`config.mk`:
```
export PLATFORM = sky130hd
export DESIGN_NAME = irq_pending_latch
export DESIGN_NICKNAME = d
export VERILOG_FILES = /design/src/rtl/irq_pending_latch.sv
export SDC_FILE = /design/constraint.sdc
export NUM_CORES = 1
export LEC_CHECK = 0
export BUFFER_PORTS_ARGS = -buffer_cell sky130_fd_sc_hd__buf_4
export CAP_MARGIN = 20
export CORE_UTILIZATION = 35
export CTS_CLUSTER_DIAMETER = 40
export DETAILED_ROUTE_END_ITERATION = 12
export MAX_ROUTING_LAYER = met4
export PLACE_DENSITY = 0.54
export RECOVER_POWER = 50
export SYNTH_ARGS = -nofsm -noshare
export SYNTH_HDL_FRONTEND = slang
export SYNTH_SLANG_ARGS = --single-unit
```
`constraint.sdc`:
```
create_clock -name clk -period 2.8 [get_ports clk]
set_clock_uncertainty 0.05 [all_clocks]
set_input_delay 0.56 -clock clk [delete_from_list [all_inputs] [get_ports clk]]
set_output_delay 0.56 -clock clk [all_outputs]
set_load 0.01 [all_outputs]
```
`src/rtl/irq_pending_latch.sv`:
```
// Request synchronizer, edge detector and per-channel pending latch that feeds the 4-to-2 priority encoder.
// Optional build macro IRQ_MASK_EN adds a per-channel mask input that gates events and pending outputs.
module irq_pending_latch #(
    parameter int SYNC_STAGES = 2,
    parameter bit EDGE_MODE   = 1'b1,
    parameter int OVF_W       = 4
) (
    input  logic             clk,
    input  logic             rst_n,
    input  logic [3:0]       req_in,
    input  logic             ack,
    input  logic [1:0]       ack_idx,
    input  logic             clr_ovf,
`ifdef IRQ_MASK_EN
    input  logic [3:0]       mask,
`endif
    output logic             d3,
    output logic             d2,
    output logic             d1,
    output logic             d0,
    output logic             any_pend,
    output logic [OVF_W-1:0] ovf_cnt,
    output logic             err_ack
);

    typedef enum logic {
        IDLE = 1'b0,
        PEND = 1'b1
    } chan_state_e;

    localparam int SUM_W = OVF_W + 3;
    localparam logic [SUM_W-1:0] OVF_MAX = SUM_W'({OVF_W{1'b1}});

    logic [3:0]       sync_q [SYNC_STAGES];
    logic [3:0]       s_d_q;
    logic [3:0]       s;
    chan_state_e      state_q [4];
    chan_state_e      state_d [4];
    logic [3:0]       pend_vec;
    logic [3:0]       mask_eff;
    logic [3:0]       ev;
    logic [3:0]       rise;
    logic [3:0]       clr;
    logic [3:0]       lost;
    logic [2:0]       lost_sum;
    logic [SUM_W-1:0] ovf_wide;
    logic [OVF_W-1:0] ovf_q;
    logic [OVF_W-1:0] ovf_d;
    logic             err_q;

`ifdef IRQ_MASK_EN
    assign mask_eff = mask;
`else
    assign mask_eff = 4'b0000;
`endif

    assign s = sync_q[SYNC_STAGES-1];

    // Synchronizer chain and edge history; both start from 0 so reset release never fakes an edge.
    always_ff @(posedge clk or negedge rst_n) begin
        if (!rst_n) begin
            for (int k = 0; k < SYNC_STAGES; k++) begin
                sync_q[k] <= 4'b0000;
            end
            s_d_q <= 4'b0000;
        end else begin
            sync_q[0] <= req_in;
            for (int k = 1; k < SYNC_STAGES; k++) begin
                sync_q[k] <= sync_q[k-1];
            end
            s_d_q <= s;
        end
    end

    always_comb begin
        for (int i = 0; i < 4; i++) begin
            pend_vec[i] = (state_q[i] == PEND);
        end
    end

    // A lost event is a fresh assertion on an already-pending channel that is not being cleared;
    // a held level in level mode is one assertion, so it is never counted twice.
    always_comb begin
        rise = s & ~s_d_q & ~mask_eff;
        ev   = (EDGE_MODE ? (s & ~s_d_q) : s) & ~mask_eff;
        for (int i = 0; i < 4; i++) begin
            clr[i]     = ack && (ack_idx == 2'(i));
            lost[i]    = rise[i] & pend_vec[i] & ~clr[i];
            state_d[i] = state_q[i];
            case (state_q[i])
                IDLE:    if (ev[i]) state_d[i] = PEND;
                PEND:    if (clr[i] && !ev[i]) state_d[i] = IDLE;
                default: state_d[i] = IDLE;
            endcase
        end
    end

    always_comb begin
        lost_sum = {2'b00, lost[0]} + {2'b00, lost[1]} + {2'b00, lost[2]} + {2'b00, lost[3]};
        ovf_wide = SUM_W'(ovf_q) + SUM_W'(lost_sum);
        if (clr_ovf) begin
            ovf_d = '0;
        end else if (ovf_wide > OVF_MAX) begin
            ovf_d = {OVF_W{1'b1}};
        end else begin
            ovf_d = ovf_wide[OVF_W-1:0];
        end
    end

    always_ff @(posedge clk or negedge rst_n) begin
        if (!rst_n) begin
            for (int i = 0; i < 4; i++) begin
                state_q[i] <= IDLE;
            end
            ovf_q <= '0;
            err_q <= 1'b0;
        end else begin
            for (int i = 0; i < 4; i++) begin
                state_q[i] <= state_d[i];
            end
            ovf_q <= ovf_d;
            err_q <= ack && !pend_vec[ack_idx];
        end
    end

    // Masking hides a stored pending bit without discarding it.
    assign {d3, d2, d1, d0} = pend_vec & ~mask_eff;
    assign any_pend         = |(pend_vec & ~mask_eff);
    assign ovf_cnt          = ovf_q;
    assign err_ack          = err_q;

endmodule
```
Yosys cells after proc, flatten, opt, wreduce, memory -nomap -nowiden:

Cells that the tools add are included.

* magnitude comparators: 2
* reductions and logical operators: 16
* bitwise gates (word level): 18
* muxes and demuxes: 16
* equal/unequal tests: 3
* $add $sub $neg: 4

Operator list (count)
* 1-bit logical AND: 9
* 1-bit two-way mux: 9
* 1-bit AND: 8
* 4-bit two-way mux: 2
* 1-bit NOT: 8
* 1-bit one-hot mux with 2 select lines: 4
* 4-bit by 3-bit adder with 5-bit output: 1
* 5-bit by 4-bit > comparator with 1-bit output (second input constant): 1
* 1-bit logical NOT: 5
* 4-bit AND: 1
* 2-bit equality test (second input constant): 2
* 4-bit NOT: 1
* 4-bit OR reduction: 1
* 2-bit by 1-bit adder with 3-bit output: 1
* 3-bit by 1-bit adder with 3-bit output: 1
* 2-bit by 3-bit less-than comparator with 1-bit output (second input constant): 1
* 1-bit by 1-bit adder with 2-bit output: 1
* 1-bit binary-select mux with 2-bit select: 1
* 2-bit by 1-bit equality test with 1-bit output (second input constant): 1
* 2-bit logical NOT: 1

* bits of input ports: 10
* output and inout bits: 10
* register bits: 21
* logic and storage cells: 68

Longest topological paths before layout:

Gate-level depths: netlist of the first run.

* depth in word-level cells: 11
* mapped depth: 10
* depth with buffers taken out: 10

Worst setup path after synthesis of the first run:

OpenSTA, ideal clock, no wires.

* path type: input to register
* start: in ack_idx[0]
* end: reg ovf_q[3] (netlist: ovf_cnt[3])
* arrival time: 2.590 ns
* slack: 0.036 ns
* buffers on the path: 0
* cell stages on the path: 10
* path through: nand2b_1 -> o21ai_0 -> or3_1 -> fa_1 -> fa_1 -> inv_1 -> fa_1 -> inv_1 -> a21oi_1 -> mux2_2

* cells in the longest elaborated chain, start to end: 11
* elaborated cells between the ends (all ways): 23
* those cells by class: add/sub (4); order compare (1); eq/ne (3); mux (2); bitwise (8); reduce/logical (5)

Ends and longest elaborated chain
* start: declaration: line 12 `input logic [1:0] ack_idx,`
* 2-bit by 1-bit equality test with 1-bit output or 2-bit logical NOT (tied branches): line 87 `clr[i] = ack && (ack_idx == 2'(i));`
* 1-bit logical AND: line 87
* 1-bit NOT: line 88 `lost[i] = rise[i] & pend_vec[i] & ~clr[i];`
* 1-bit AND: line 88
* 1-bit by 1-bit adder with 2-bit output: line 99 `lost_sum = {2'b00, lost[0]} + {2'b00, lost[1]} + {2'b00, lost[2]} + {2'b00, lost[3]};`
* 2-bit by 1-bit adder with 3-bit output: line 99
* 3-bit by 1-bit adder with 3-bit output (*): line 99
* 4-bit by 3-bit adder with 5-bit output (*): line 100 `ovf_wide = SUM_W'(ovf_q) + SUM_W'(lost_sum);`
* 5-bit by 4-bit > comparator with 1-bit output: line 103 `end else if (ovf_wide > OVF_MAX) begin`
* 4-bit two-way mux (*): line 103
* 4-bit two-way mux (*): line 101 `if (clr_ovf) begin`
* via ovf_d[3]: line 48 `logic [OVF_W-1:0] ovf_d;`
* end signal: assignment: line 121 `ovf_q <= ovf_d;`
* end: declaration: line 47 `logic [OVF_W-1:0] ovf_q;`

Mark *: on every way through the listed nets, which the timed path passes. The rest lies on a longest branch.

Final worst setup path of the first run:

* start: in ack
* end: reg ovf_q[3] (netlist: ovf_cnt[3])

* cells in the longest elaborated chain, start to end: 10
* elaborated cells between the ends (all ways): 19
* those cells by class: add/sub (4); order compare (1); mux (2); bitwise (8); reduce/logical (4)

Ends and longest elaborated chain
* start: declaration: line 11 `input logic ack,`
* 1-bit logical AND: line 87
* 1-bit NOT: line 88
* 1-bit AND: line 88
* 1-bit by 1-bit adder with 2-bit output: line 99
* 2-bit by 1-bit adder with 3-bit output: line 99
* 3-bit by 1-bit adder with 3-bit output (*): line 99
* 4-bit by 3-bit adder with 5-bit output (*): line 100
* 5-bit by 4-bit > comparator with 1-bit output: line 103
* 4-bit two-way mux (*): line 103
* 4-bit two-way mux (*): line 101
* via ovf_d[3]: line 48

Marked as above.

==> flow_results.org, run 1 <==
** Routing
- After detailed routing, the number of vias per cell comes to between 4 and 5.
- Number of remaining DRC errors :: 0
- Via Count :: 527
- Detail Route Antenna Nets :: 0
- For this block, the initial DRC count from the detailed router was 8.
- Summed over all layers, the routed wires come to 1270 microns.
- The first detailed-routing pass took 4 iterations.
- Routed length per placed instance :: 10.8 microns

** Yosys
- Summing every instance area after synthesis gives 812 sq um.
- Count of warnings emitted by yosys :: 0
- Area share of the largest cell type after synthesis :: 64.7%
- The synthesized design contains 0 enable-type register cells.
- Synth Net Count :: 78
- Ranking of synthesized cells by instance count :: sky130_fd_sc_hd__dfrtp_1, sky130_fd_sc_hd__inv_1, sky130_fd_sc_hd__o21ai_0
- Area leader, netlist :: sky130_fd_sc_hd__dfrtp_1
- The synthesized netlist contains 16 unique library cells.
- Most repeated cell in the gate-level netlist after synthesis :: sky130_fd_sc_hd__dfrtp_1
- Ranking of synthesized cells by area :: sky130_fd_sc_hd__dfrtp_1, sky130_fd_sc_hd__fa_1, sky130_fd_sc_hd__o21ai_0
- Among all flip-flop cells after synthesis, the most frequent one is sky130_fd_sc_hd__dfrtp_1.
- Mean instance size in the synthesized netlist :: 12.7 sq um
- Synthesis-stage register bit count :: 21
- The cell count after synthesis came out at 64.
- After synthesis, the share of flip-flops with an asynchronous set or reset is 100%.
- Sequential cells were found to cover between 60% and 70% of the synthesized design area.

** STA
- At the pin with the least slew margin, the transition time is between 1000 and 1500 ps.
- Smallest hold slack :: 311 ps
- Fin. max-slew vios :: 0
- Endpoints failing setup :: 0
- Summed negative setup slack over all endpoints :: 0 ps
- Relative max-transition margin :: roughly 29%
- Hold violation count in the final report :: 0
- Upper clock frequency limit :: 377 MHz
- After layout, the worst path uses 94.7% of the clock period.
- Setup repair after global routing left no endpoint under its margin.
- Subtracting the final worst setup slack from the clock period gives 2650 ps.

** Floorplan
- The floorplan has 17 rows.
- Starting utilization of the core area :: a little under two fifths
- The floorplan step set the die height to roughly 50 microns.
- 20 I/O pins were placed.
- Die width :: 50.2 microns
- Placeable core area :: 2190 sq um
- Die area :: between 2000 and 3000 sq um

** CTS
- After clock tree synthesis, the clock-pin slew on the worst setup and hold paths is 110 ps.
- Clock network latency to the later pin of the worst-skew pair :: 300 ps
- Clock tree from TritonCTS :: yes
- Buffers inserted during clock tree synthesis total 3.
- Number of setup buffers added after CTS :: 0
- The cell sitting at the root of the clock tree is a sky130_fd_sc_hd__clkbuf_4.
- The number of hold buffers added after CTS was 0.
- The longest clock path from root to sink contains 2 buffers.
- CTS sink cnt :: 21
- In this run the number of H-tree levels came out at 1.
- After clock tree synthesis, the repair step resized 0 gates.

** Run
- The tool flagged a number of max-cap violations equal to 0.

** Critical path
- Cell breakdown of the critical path :: buf_4 > nand2b_1 > o21ai_0 > or3_1 > fa_1 > fa_1 > inv_1 > fa_1 > inv_1 > a21oi_1 > mux2_2
- Cell occurring most often along the worst timing path :: sky130_fd_sc_hd__fa_1
- Data arrival, critical path :: 2790 ps
- The critical path in this run is classified as primary input to register.
- Reg2reg start :: d0
- The setup check on the worst reg-to-reg path leaves a slack of approximately 170 ps.
- Buffering stage count on the worst path with inverters included :: 3
- Endpoint kind of the worst setup timing path :: register
- Cell type group with the largest total delay on the critical path :: adder cells
- Critical-path cell with the highest stage delay :: sky130_fd_sc_hd__fa_1
- Number of cells on the worst reg-to-reg path :: 9
- Startpoint kind of the worst setup timing path :: primary input
- CP Launch Point :: ack
- Critical-path maximum fanout :: 3
- The critical path ends at ovf_cnt[3].
- In this design, the stage delay of the slowest critical-path cell is approximately 550 ps.
- In this run the number of cells on the critical path is 11.
- Data on the critical path is required at its endpoint by 2940 ps.
- The endpoint identified for the worst register-to-register timing path is ovf_cnt[3].

** GRT
- Entering global routing, the biggest net connects 22 pins.
- In the global route stage, overall resource usage came out at between 10% and 20%.
- Initial antenna violation count :: 0
- After global routing the overflow that remains totals 0.
- Vias in the first global route :: 512
- Wire length of the first global-routing pass :: about 2200 microns

** Outcome
- The run finished with clean final reports.

** Min path
- Worst hold-check path type :: register to register

** Pwr
- In this run the power density over the cells is around 590 nW/um^2.
- IR analysis of the VDD net gives a maximum drop of 357 uV.
- For this design the static power due to leakage is between 0.0005 and 0.0006 uW.

** Final layout
- From synthesis to final layout, the design area changed by 27.6%.
- Diode insertion count for antenna repair :: 0
- Of the cells placed in the final design, the portion with a size suffix greater than 1 is about 30%.
- # nets final :: 105

** Placement
- Port bufs :: 19
- HPWL Detailed :: 932 microns
- Routability-driven placement finished with a final weighted congestion of around 0.74.
per-layer routing:
layer	share of wire (%)	vias to the layer above	track usage, %
met5	0	-	-
met4	0.55	0	7.14
met3	6.9	2	2.42
met2	46	21	17.6
met1	46	246	16.4
li1	-	258	-
registers in the layout, summed over array words and instances, names as in the netlist:
signal and cells:
d1 1, d3 1, d0 1, ovf_cnt 4, s_d_q 4, d2 1, sync_q 4, s 4
err_ack 1
worst register-to-register path, cell delays in order (launching register included):
cell	delay, ps
sky130_fd_sc_hd__dfrtp_1	400
sky130_fd_sc_hd__o21ai_0	120
sky130_fd_sc_hd__or3_1	350
sky130_fd_sc_hd__fa_1	550
sky130_fd_sc_hd__fa_1	190
sky130_fd_sc_hd__inv_1	50
sky130_fd_sc_hd__fa_1	400
sky130_fd_sc_hd__inv_1	70
sky130_fd_sc_hd__a21oi_1	70
sky130_fd_sc_hd__mux2_2	280
layout make-up:
class	instances	area, sq um
clock inverter	1	5.00
fill	199	1150
multi-input combinational	33	249
sequential	21	526
inverter	10	37.5
clock buffer	3	22.5
timing repair buffer	22	161
tap	28	35.0
power breakdown:
part	total (uW)	switching, uW	internal [uW]
sequential	350	19.6	330
clock	140	87.2	53.2
combinational	121	57.8	62.9
logic make-up after synthesis:
logic type | synth area share, %
muxes | 4.16
AOI/OAI and AO/OA | 7.40
and+or+nand+nor | 10.2
DFF | 64.7
buffers and inverters | 4.62
adders and majority gates | 8.94
worst min path at each step:
| stage | startpoint | end | cells past startpoint |
|---|---|---|---|
| after CTS | rst_n | ovf_cnt[1] | 1 |
| after global placement | sync_q[4] | s[0] | 0 |
| after floorplan | rst_n | d0 | 0 |
| final | sync_q[7] | s[3] | 0 |
| after global routing | req_in[3] | sync_q[7] | 1 |
| after detailed placement | sync_q[7] | s[3] | 0 |
placed cells by master (no fill, tap or decap), drive strengths merged:
cell,n
dfrtp,21
buf,17
inv,10
o21ai,9
clkbuf,8
or3,4
a21oi,3
nor2b,3
fa,3
nand2,2
nor2,2
nand2b,1
nor3,1
nand3,1
mux4,1
or4,1
mux2,1
ha,1
clkinv,1
stage by stage:
step	worst slack, ps	cell area [sq um]	utilization, %	cells	total power [uW]
4_1_cts	135	1040	47.5	118	621
2_1_floorplan	35.5	812	-	64	416
5_1_grt	33.1	1040	47.3	118	658
6_report	147	1040	47.3	118	611
3_5_place_dp	-147	1010	46.2	114	480
3_3_place_gp	-129	1010	46.2	114	478
Power figures use the tool's default switching activity.
==> inputs of run 2 (changes only) <==
--- a/config.mk
+++ b/config.mk
@@ -5,7 +5,7 @@
 export SDC_FILE = /design/constraint.sdc
 export NUM_CORES = 1
 export LEC_CHECK = 0
-export BUFFER_PORTS_ARGS = -buffer_cell sky130_fd_sc_hd__buf_4
+export BUFFER_PORTS_ARGS = -buffer_cell sky130_fd_sc_hd__buf_2
 export CAP_MARGIN = 20
 export CORE_UTILIZATION = 35
 export CTS_CLUSTER_DIAMETER = 40
==> run 2 against run 1 <==
Net effect: fmax grew 1.2%; sequential cell count did not move; final cell count up 0.85%; routed wire length fell by 2.4%; critical endpoint unchanged; largest power group unchanged.
==> flow_results.org, run 2 (same netlist as run 1, synthesis figures left out) <==
** STA
- Final setup slack of the worst path :: 177 ps (+30.3 ps)
- Setup repair after global routing missed its margin :: false
- Endpoints failing setup :: 0 (unchanged)
- The transition time at the pin with the least slew margin came to 1090 ps (+30.1 ps).
- Upper clock frequency limit :: 381 MHz (+1.2%)
- The portion of the clock cycle consumed by the worst path in the final layout was 93.7% (-1.1 points).
- Relative max-transition margin :: 27.3% (-2.0 points)
- Fin. max-slew vios :: 0 (unchanged)
- Hold violation count in the final report :: 0 (unchanged)
- Min Tclk post-route :: 2620 ps (-30.3 ps)

** Critical path
- The critical path is of the primary input to register type.
- The maximum net fanout on the critical path is 3 (unchanged).
- Data arrival, critical path :: 2760 ps (-30 ps)
- Startpoint kind of the worst setup timing path :: primary input
- Endpoint kind of the worst setup timing path :: register
- Required time at the worst-slack endpoint :: 2940 ps (about the same)

** Final layout
- The ratio of cells with drive above 1 in the final layout was 30.8% (+0.77 points).
- The final net count was 106 (+0.95%).
- Number of inserted filler cells in the final layout :: 209 (+5.0%)
- The combined flip-flop and latch cell area is 526 sq um (unchanged).
- The area used by multi-input combinational logic came to 249 sq um (unchanged).
- Commonest non-fill, non-tap cell in the layout :: sky130_fd_sc_hd__dfrtp_1
- Area Overhead vs Synth :: 23.0%
- The number of diodes is 0 (unchanged).
- Highest-count cells in the layout ignoring fill and taps :: sky130_fd_sc_hd__dfrtp_1, sky130_fd_sc_hd__buf_2, sky130_fd_sc_hd__inv_1
- Final cell count without fillers :: 119 (+0.85%)

** Min path
- Worst hold-check path type :: register to register

** Pwr
- The power per cell area is 599 nW/um^2 (+1.7%).
- Lkg Pwr :: 0.000492 uW (-1.7%)
- VDD IR max :: 302 uV (-15%)

** Routing
- The first-pass detailed-route iteration total was 4 (unchanged).
- Via Count :: 521 (-1.1%)
- The final routed wire length divided by cell count is 10.4 microns (-3.3%).
- The DRC violation total after the first TritonRoute iteration came to 3 (-5).
- The number of vias per cell after detailed routing came to 4.38 (-2.0%).
- Number of remaining DRC errors :: 0 (unchanged)
- The number of antenna-violating nets in the routed design came to 0 (unchanged).
- Wire length after detailed routing :: 1240 microns (-2.4%)

** GRT
- Initial antenna violation count :: 0 (unchanged)
- Wire length of the first global-routing pass :: 2140 microns (-1.2%)
- Vias in the first global route :: 507 (-0.98%)
- Overall global routing resource usage :: 12.1% (-0.30 points)
- The total overflow reported by the global router is 0 (unchanged).
- The pin count of the biggest net entering global routing is 22 (unchanged).

** CTS
- Clock transition at the registers of the reported paths :: 110 ps (about the same)
- Number of setup buffers added after CTS :: 0 (unchanged)
- Longest Clk Path Bufs :: 2 (unchanged)
- CTS resizes :: 0 (unchanged)
- Hold-fix buffers at CTS :: 0 (unchanged)
- CTS placed an instance of sky130_fd_sc_hd__clkbuf_4 at the clock tree root.
- Maximum level of the CTS H-tree :: 1 (unchanged)
- TritonCTS built the clock tree.
- The number of buffers added by the clock tree synthesis step came to 3 (unchanged).
- Clock network latency to the later pin of the worst-skew pair :: 290 ps (about the same)
- The clock net sink count is 21 (unchanged).

** Floorplan
- The number of top-level pins was 20 (unchanged).
- The die boundary width came to 50.2 microns (unchanged).
- Die Y :: 50.2 microns (unchanged)
- Placeable core area :: 2190 sq um (unchanged)
- Number of placement rows :: 17 (unchanged)
- The die footprint came to 2520 sq um (unchanged).
- Starting utilization of the core area :: 37.1% (unchanged)

** Placement
- Port bufs :: 19 (unchanged)
- The worst setup slack after placement came to -151 ps (-4.45 ps).
- The post-detailed-placement half-perimeter wirelength came to 950 microns (+1.9%).
- Gp weighted congestion :: 0.734 (-1.1%)
- The cell total after placement is 115 (+0.88%).

** Outcome
- Status :: complete, no violations

** Run
- Max-cap check violation count :: 0 (unchanged)
==> run 2: cell count changes in the layout (fill, tap and decap cells not counted) <==
cell,change
sky130_fd_sc_hd__clkbuf_4,-4
sky130_fd_sc_hd__buf_2,+18
sky130_fd_sc_hd__buf_4,-13
==> run 2: power breakdown <==
group	internal, uW	switching, uW	total, uW	leakage (uW)
clock network	53.1	86.0	139	0.0000177
registers	330	17.9	348	0.000249
logic	53.0	58.3	111	0.000225
==> run 2: final cells by class <==
type                    instances  share of cell area [%]
flip-flops and latches         21                    52.6
inverters                      10                    3.76
repair buffers                 23                    12.4
multi-input cells              33                    24.9
well taps                      28                    3.51
clock inverters                 1                   0.501
clock buffers                   3                    2.26
==> run 2: metal layers <==
| metal | share of wire, % | up-vias | wire (microns) | track usage (%) |
|---|---|---|---|---|
| met5 | 0 | - | 0 | - |
| met4 | 0 | 0 | 0 | 5.71 |
| met3 | 4.9 | 0 | 61 | 3.64 |
| met2 | 44 | 15 | 550 | 17.1 |
| met1 | 50 | 243 | 625 | 15.7 |
| li1 | - | 263 | - | - |
==> run 2: per-stage QoR <==
step	setup TNS [ps]	utilization [%]	hold WS [ps]	area, sq um	power [uW]
2_1_floorplan	0	-	214	812	416
3_3_place_gp	-376	44.4	283	972	466
6_report	0	45.6	310	998	598
5_1_grt	0	45.6	281	998	645
3_5_place_dp	-435	44.4	287	972	469
4_1_cts	0	45.6	157	1000	612
==> run 2: final timing paths <==
check / start / to / slack [ps] / depth (start not counted)
worst min register to register: sync_q[5] / s[1] / 310 / 0
worst max register to register: d0 / ovf_cnt[3] / 230 / 9
max in group asynchronous: rst_n / s_d_q[2] / 1670 / 1
min in group asynchronous: rst_n / ovf_cnt[1] / 380 / 1
worst min-delay path: sync_q[5] / s[1] / 310 / 0
worst max-delay path: ack_idx[0] / ovf_cnt[3] / 180 / 11
==> run 2: critical path, stage by stage <==
cell and delay, ps:
sky130_fd_sc_hd__buf_2 90, sky130_fd_sc_hd__nand2b_1 100, sky130_fd_sc_hd__o21ai_0 80, sky130_fd_sc_hd__or3_1 350
sky130_fd_sc_hd__fa_1 550, sky130_fd_sc_hd__fa_1 210, sky130_fd_sc_hd__inv_1 60, sky130_fd_sc_hd__fa_1 390
sky130_fd_sc_hd__inv_1 70, sky130_fd_sc_hd__a21oi_1 50, sky130_fd_sc_hd__mux2_2 260
